### src/rtl/yasac_uart_tx_if.sv
// Processor-port bundle for the YASAC serial transmitter.
// The processor drives data/ctrl, and the transmitter returns status and the line.
interface yasac_uart_tx_if;
    logic [7:0] data_in;
    logic [7:0] ctrl_in;
    logic [7:0] status_out;
    logic       tx;

    modport master (output data_in, output ctrl_in, input status_out, input tx);
    modport slave  (input data_in, input ctrl_in, output status_out, output tx);
endinterface

### src/rtl/yasac_uart_tx.sv
// 8N1 serial transmitter with a one-byte holding buffer, fed from YASAC output ports.
// Status (busy/full/overrun/tx) is decoded from registers only.
module yasac_uart_tx #(
    parameter int unsigned CLK_DIV = 16
) (
    input  logic           clk,
    input  logic           reset,
    yasac_uart_tx_if.slave u
);
    localparam int unsigned BW = $clog2(CLK_DIV);
    localparam logic [BW-1:0] BAUD_LAST = BW'(CLK_DIV - 1);

    typedef enum logic [1:0] {IDLE, START, DATA, STOP} state_e;

    state_e        state_q, state_d;
    logic [BW-1:0] baud_q, baud_d;
    logic [2:0]    bit_q, bit_d;
    logic [7:0]    shift_q, shift_d;
    logic [7:0]    buf_q, buf_d;
    logic          full_q, full_d;
    logic          ovr_q, ovr_d;
    logic          tx_q, tx_d;
    logic          prev0_q, prev1_q;
    logic          send_edge, clr_edge, baud_end, drain, ovr_set;
    logic          unused_ctrl;

    assign unused_ctrl = ^u.ctrl_in[7:2];
    assign send_edge   = u.ctrl_in[0] & ~prev0_q;
    assign clr_edge    = u.ctrl_in[1] & ~prev1_q;
    assign baud_end    = (baud_q == BAUD_LAST);

    always_ff @(posedge clk or negedge reset) begin
        if (!reset) begin
            state_q <= IDLE;
            baud_q  <= '0;
            bit_q   <= '0;
            shift_q <= '0;
            buf_q   <= '0;
            full_q  <= 1'b0;
            ovr_q   <= 1'b0;
            tx_q    <= 1'b1;
            prev0_q <= 1'b1;
            prev1_q <= 1'b1;
        end else begin
            state_q <= state_d;
            baud_q  <= baud_d;
            bit_q   <= bit_d;
            shift_q <= shift_d;
            buf_q   <= buf_d;
            full_q  <= full_d;
            ovr_q   <= ovr_d;
            tx_q    <= tx_d;
            prev0_q <= u.ctrl_in[0];
            prev1_q <= u.ctrl_in[1];
        end
    end

    always_comb begin
        state_d = state_q;
        baud_d  = baud_q;
        bit_d   = bit_q;
        shift_d = shift_q;
        buf_d   = buf_q;
        full_d  = full_q;
        ovr_d   = ovr_q;
        drain   = 1'b0;
        ovr_set = 1'b0;
        tx_d    = 1'b1;

        case (state_q)
            IDLE: begin
                baud_d = '0;
                bit_d  = '0;
                if (full_q) begin
                    drain   = 1'b1;
                    shift_d = buf_q;
                    state_d = START;
                end
            end
            START: begin
                if (baud_end) begin
                    baud_d  = '0;
                    state_d = DATA;
                end else begin
                    baud_d = baud_q + BW'(1);
                end
            end
            DATA: begin
                if (baud_end) begin
                    baud_d  = '0;
                    shift_d = {1'b0, shift_q[7:1]};
                    bit_d   = bit_q + 3'd1;
                    if (bit_q == 3'd7) state_d = STOP;
                end else begin
                    baud_d = baud_q + BW'(1);
                end
            end
            STOP: begin
                if (baud_end) begin
                    baud_d = '0;
                    // Pending byte chains straight into the next start bit.
                    if (full_q) begin
                        drain   = 1'b1;
                        shift_d = buf_q;
                        state_d = START;
                    end else begin
                        state_d = IDLE;
                    end
                end else begin
                    baud_d = baud_q + BW'(1);
                end
            end
            default: state_d = IDLE;
        endcase

        // A send arriving while the buffer drains refills it without overrun.
        if (drain) full_d = 1'b0;
        if (send_edge) begin
            if (!full_q || drain) begin
                buf_d  = u.data_in;
                full_d = 1'b1;
            end else begin
                ovr_set = 1'b1;
            end
        end

        if (ovr_set)       ovr_d = 1'b1;
        else if (clr_edge) ovr_d = 1'b0;

        case (state_d)
            START:   tx_d = 1'b0;
            DATA:    tx_d = shift_d[0];
            default: tx_d = 1'b1;
        endcase
    end

    assign u.tx         = tx_q;
    assign u.status_out = {4'b0000, tx_q, ovr_q, full_q, (state_q != IDLE)};
endmodule

### src/flat_wrapper.sv
// flat-port wrapper written by rule: the top's interface ports become plain ports
module yasac_uart_tx_flat 
#(
    parameter int unsigned CLK_DIV = 16
)
  (clk, reset, u_data_in, u_ctrl_in, u_status_out, u_tx);
  yasac_uart_tx_if u_i ();
  input  logic clk;
  input  logic reset;
  input wire logic [$bits(u_i.data_in)-1:0] u_data_in;
  input wire logic [$bits(u_i.ctrl_in)-1:0] u_ctrl_in;
  output wire logic [$bits(u_i.status_out)-1:0] u_status_out;
  output wire logic [$bits(u_i.tx)-1:0] u_tx;
  assign u_i.data_in = u_data_in;
  assign u_i.ctrl_in = u_ctrl_in;
  assign u_status_out = u_i.status_out;
  assign u_tx = u_i.tx;
  yasac_uart_tx #(.CLK_DIV(CLK_DIV)) u_core (.clk(clk), .reset(reset), .u(u_i));
endmodule
### config.mk
export PLATFORM = sky130hd
export DESIGN_NAME = yasac_uart_tx_flat
export DESIGN_NICKNAME = d
export VERILOG_FILES = /design/src/rtl/yasac_uart_tx_if.sv /design/src/rtl/yasac_uart_tx.sv /design/src/flat_wrapper.sv
export SDC_FILE = /design/constraint.sdc
export NUM_CORES = 1
export LEC_CHECK = 0
export ABC_AREA = 1
export BUFFER_PORTS_ARGS = -buffer_cell sky130_fd_sc_hd__buf_2
export CORE_ASPECT_RATIO = 0.7
export CORE_MARGIN = 4
export CORE_UTILIZATION = 38
export CTS_CLUSTER_SIZE = 16
export DETAILED_ROUTE_END_ITERATION = 8
export GPL_ROUTABILITY_DRIVEN = 0
export HOLD_SLACK_MARGIN = 0.03
export PLACE_DENSITY = 0.69
export SLEW_MARGIN = 15
export SYNTH_ARGS = -nofsm -noshare
export SYNTH_HDL_FRONTEND = slang
export SYNTH_SLANG_ARGS = --single-unit
### constraint.sdc
create_clock -name clk -period 1.87 [get_ports clk]
set_input_delay 0.0935 -clock clk [delete_from_list [all_inputs] [get_ports clk]]
set_output_delay 0.0935 -clock clk [all_outputs]
set_load 0.01 [all_outputs]
==> run metrics <==
status=complete, no violations; Post-route DRC=0; area delta synth->final=14.0%; sequential element share of the synthesized area=46.5%; slew margin rel.=between 50% and 60%; Synth top area share=between 40% and 50%; minimum clock period=~1.6 ns; CTS tree=yes; hpwl dp=around 2.2 mm; Worst Hold End=u_core.buf_q[1]; reg2reg setup slack=between 0.2 and 0.25 ns; ANT cells=0; syn avg cell area=roughly 8.2 um2; Initial Utilization=a little over 40%; Die Area=between 0.005 and 0.006 mm2; Fin. Hold Viols=0; WP data required=approximately 2 ns; Clock Root Buffer=clkbuf_8; Setup crit end kind=register; skew final=slightly above 0.006 ns; clock sinks=30; Power Density=between 700 and 800 mW/mm2; total number of vias=~1300; # rows=19; Tcrit/Tclk final=a little under 90%; largest net degree at the start of global routing=31; synth unique cells=24; die width=86.1 um; Initial DRC Count=80; critical path peak fanout=13; RSZ-0062 raised after global routing=false; Die H=~63 um; mapped cell area=between 0.0015 and 0.002 mm2; Post-Route WL=approximately 3.0 mm; global route overflow=0; R2R Path End=u_core.buf_q[6]; fin util=a little under half; Ys Warns=0; drt via density=approximately 4.6; max_cap viols=0; Startpoint Class=register; CTS clk-pin slew, worst paths=~0.060 ns; Synth area leaders=dfrtp_1 (42%), nand2_1 (9.5%), inv_1 (6.5%); Hold Path Cell Cnt=3; final setup vio count=0; initial antenna violation count=0; final net count=roughly 250; htree depth=2; worst r2r path cells=10; Slew @ Worst Pin=0.670 ns; WP data arrival=1.79 ns; Final ANT Viol Nets=0; share of layout cells above drive strength 1=~17%; I/O pin count=27; post-synth top area cell=dfrtp_1; Post-Syn Instances=198; CTS Buffer Depth=2; vias in the first global route=1174; all-layer global routing usage=between 10 and 15%; Worst Hold Class=input port to register; drt wl/cell=~11 um; critical path class=register to register; DRT Pass-1 Iters=4; worst reg2reg path startpoint=u_core.baud_q[0]; Final TNS setup=0 ns; Port Buffers=16; Worst-Skew Late Latency=0.28 ns; first-pass GRT wire length=5.32 mm; core area=roughly 0.004 mm2; hold_sp=u_data_in[1]; Peak Freq=roughly 0.62 GHz; Num CTS Buffers=5; Final Slew Violations=0; Synth Register Bits=30; VDD IR max=approximately 510 uV; P_leak=just under 1 nW
==> worst max-delay path, stage by stage, from the launching register on <==
cell and delay, ns:
dfrtp_1 0.37, ha_1 0.25, nand2_2 0.09, nor2_4 0.17
nand2_2 0.08, nand2_4 0.12, nand2_4 0.06, nand2_4 0.09
nand2_4 0.11, nor2_1 0.12, a21oi_1 0.05
==> per-stage QoR <==
stage / worst slack [ns] / instances / hold slack (ns) / cell area, um2 / total power, mW
finish: 0.247 / 273 / 0.0457 / 1850 / 1.33
global route: 0.0393 / 273 / 0.0581 / 1850 / 1.41
CTS: 0.227 / 273 / 0.0363 / 1850 / 1.35
detailed placement: 0.232 / 262 / 0.182 / 1730 / 0.805
global placement: 0.268 / 262 / 0.176 / 1730 / 0.802
floorplan: 0.360 / 201 / -0.202 / 1630 / 0.774
==> routing by layer <==
| metal | routed length, um | vias to the layer above | GRT usage [%] | part of all wire (%) |
|---|---|---|---|---|
| li1 | - | 668 | - | - |
| met1 | 1490 | 552 | 17.3 | 50 |
| met2 | 1270 | 26 | 17.7 | 43 |
| met3 | 156 | 6 | 4.35 | 5.2 |
| met4 | 49 | 0 | 4.74 | 1.6 |
| met5 | 0 | - | 0 | 0 |
==> timing repair <==
action / in CTS / in global routing
gates resized for setup: 0 / 0
hold buffers: 3 / 0
hold endpoints to repair: 29 / 0
setup buffers: 0 / 0
==> power by group <==
part	leakage, nW	total, mW	switching, mW	internal, mW
clock network	0.0482	0.535	0.239	0.296
logic	0.587	0.0944	0.0551	0.0393
registers	0.344	0.701	0.0139	0.687
total	0.979	1.33	0.308	1.02
==> state kept, by name, summed over array words and instances (netlist names) <==
| name | cells |
|---|---|
| u_core.baud_q | 4 |
| u_core.full_q | 1 |
| u_core.ovr_q | 1 |
| u_core.shift_q | 8 |
| u_core.state_q | 2 |
| u_core.prev0_q | 1 |
| u_core.u.tx | 1 |
| u_core.buf_q | 8 |
| u_core.prev1_q | 1 |
| u_core.bit_q | 3 |
==> cell usage in the layout, fill, tap and decap left out <==
master / instances
nand4_1: 2
nand3_1: 14
dlygate4sd3_1: 3
nand2_4: 4
ha_1: 8
buf_4: 3
o22ai_1: 6
nor2_1: 20
o21ai_2: 1
buf_2: 16
dfrtp_1: 27
nand2_2: 2
conb_1: 4
nor2_4: 1
clkbuf_8: 6
or2_2: 1
clkbuf_1: 1
a21oi_1: 19
xor2_1: 1
o21ai_0: 7
nand2_1: 41
o31ai_1: 1
dfstp_2: 3
clkinv_2: 1
inv_1: 28
o211ai_1: 1
==> kinds of logic (layout without fill, tap and decap cells) <==
kind of cell    count (synthesis)  count (layout)  synth area share, %
flops                          30              30                 46.5
compound gates                 35              35                 11.8
xor+xnor                        1               1                0.540
other cells                     1               4                0.231
buf+inv                        38              58                 10.9
simple gates                   85              85                 23.8
fa+ha+maj                       8               8                 6.17
==> how the worst max path moves through the flow <==
stage                                start               to  depth (start not counted)
after detailed placement  u_core.baud_q[0]  u_core.buf_q[6]                         10
after global routing      u_core.baud_q[0]  u_core.buf_q[6]                         10
after global placement    u_core.baud_q[0]  u_core.buf_q[4]                         10
after floorplan           u_core.baud_q[0]  u_core.buf_q[5]                         11
final                     u_core.baud_q[0]  u_core.buf_q[6]                         10
after CTS                 u_core.baud_q[0]  u_core.buf_q[6]                         10
==> cell usage after synthesis, drive strengths merged <==
master / instances
nand2: 47
or2: 1
o211ai: 1
dfstp: 3
nand3: 14
buf: 9
a21oi: 19
o21ai: 8
conb: 1
ha: 8
nand4: 2
nor2: 21
o31ai: 1
inv: 28
clkbuf: 1
xor2: 1
dfrtp: 27
o22ai: 6
==> layout make-up <==
| type | instances | area (um2) |
|---|---|---|
| Clock buffer | 7 | 86.3 |
| Clock inverter | 1 | 5.00 |
| Fill cell | 398 | 2170 |
| Inverter | 28 | 105 |
| Multi-Input combinational cell | 133 | 702 |
| Sequential cell | 30 | 754 |
| Tap cell | 52 | 65.1 |
| Timing Repair Buffer | 22 | 133 |
No activity file was read; power rests on OpenSTA's default activity.
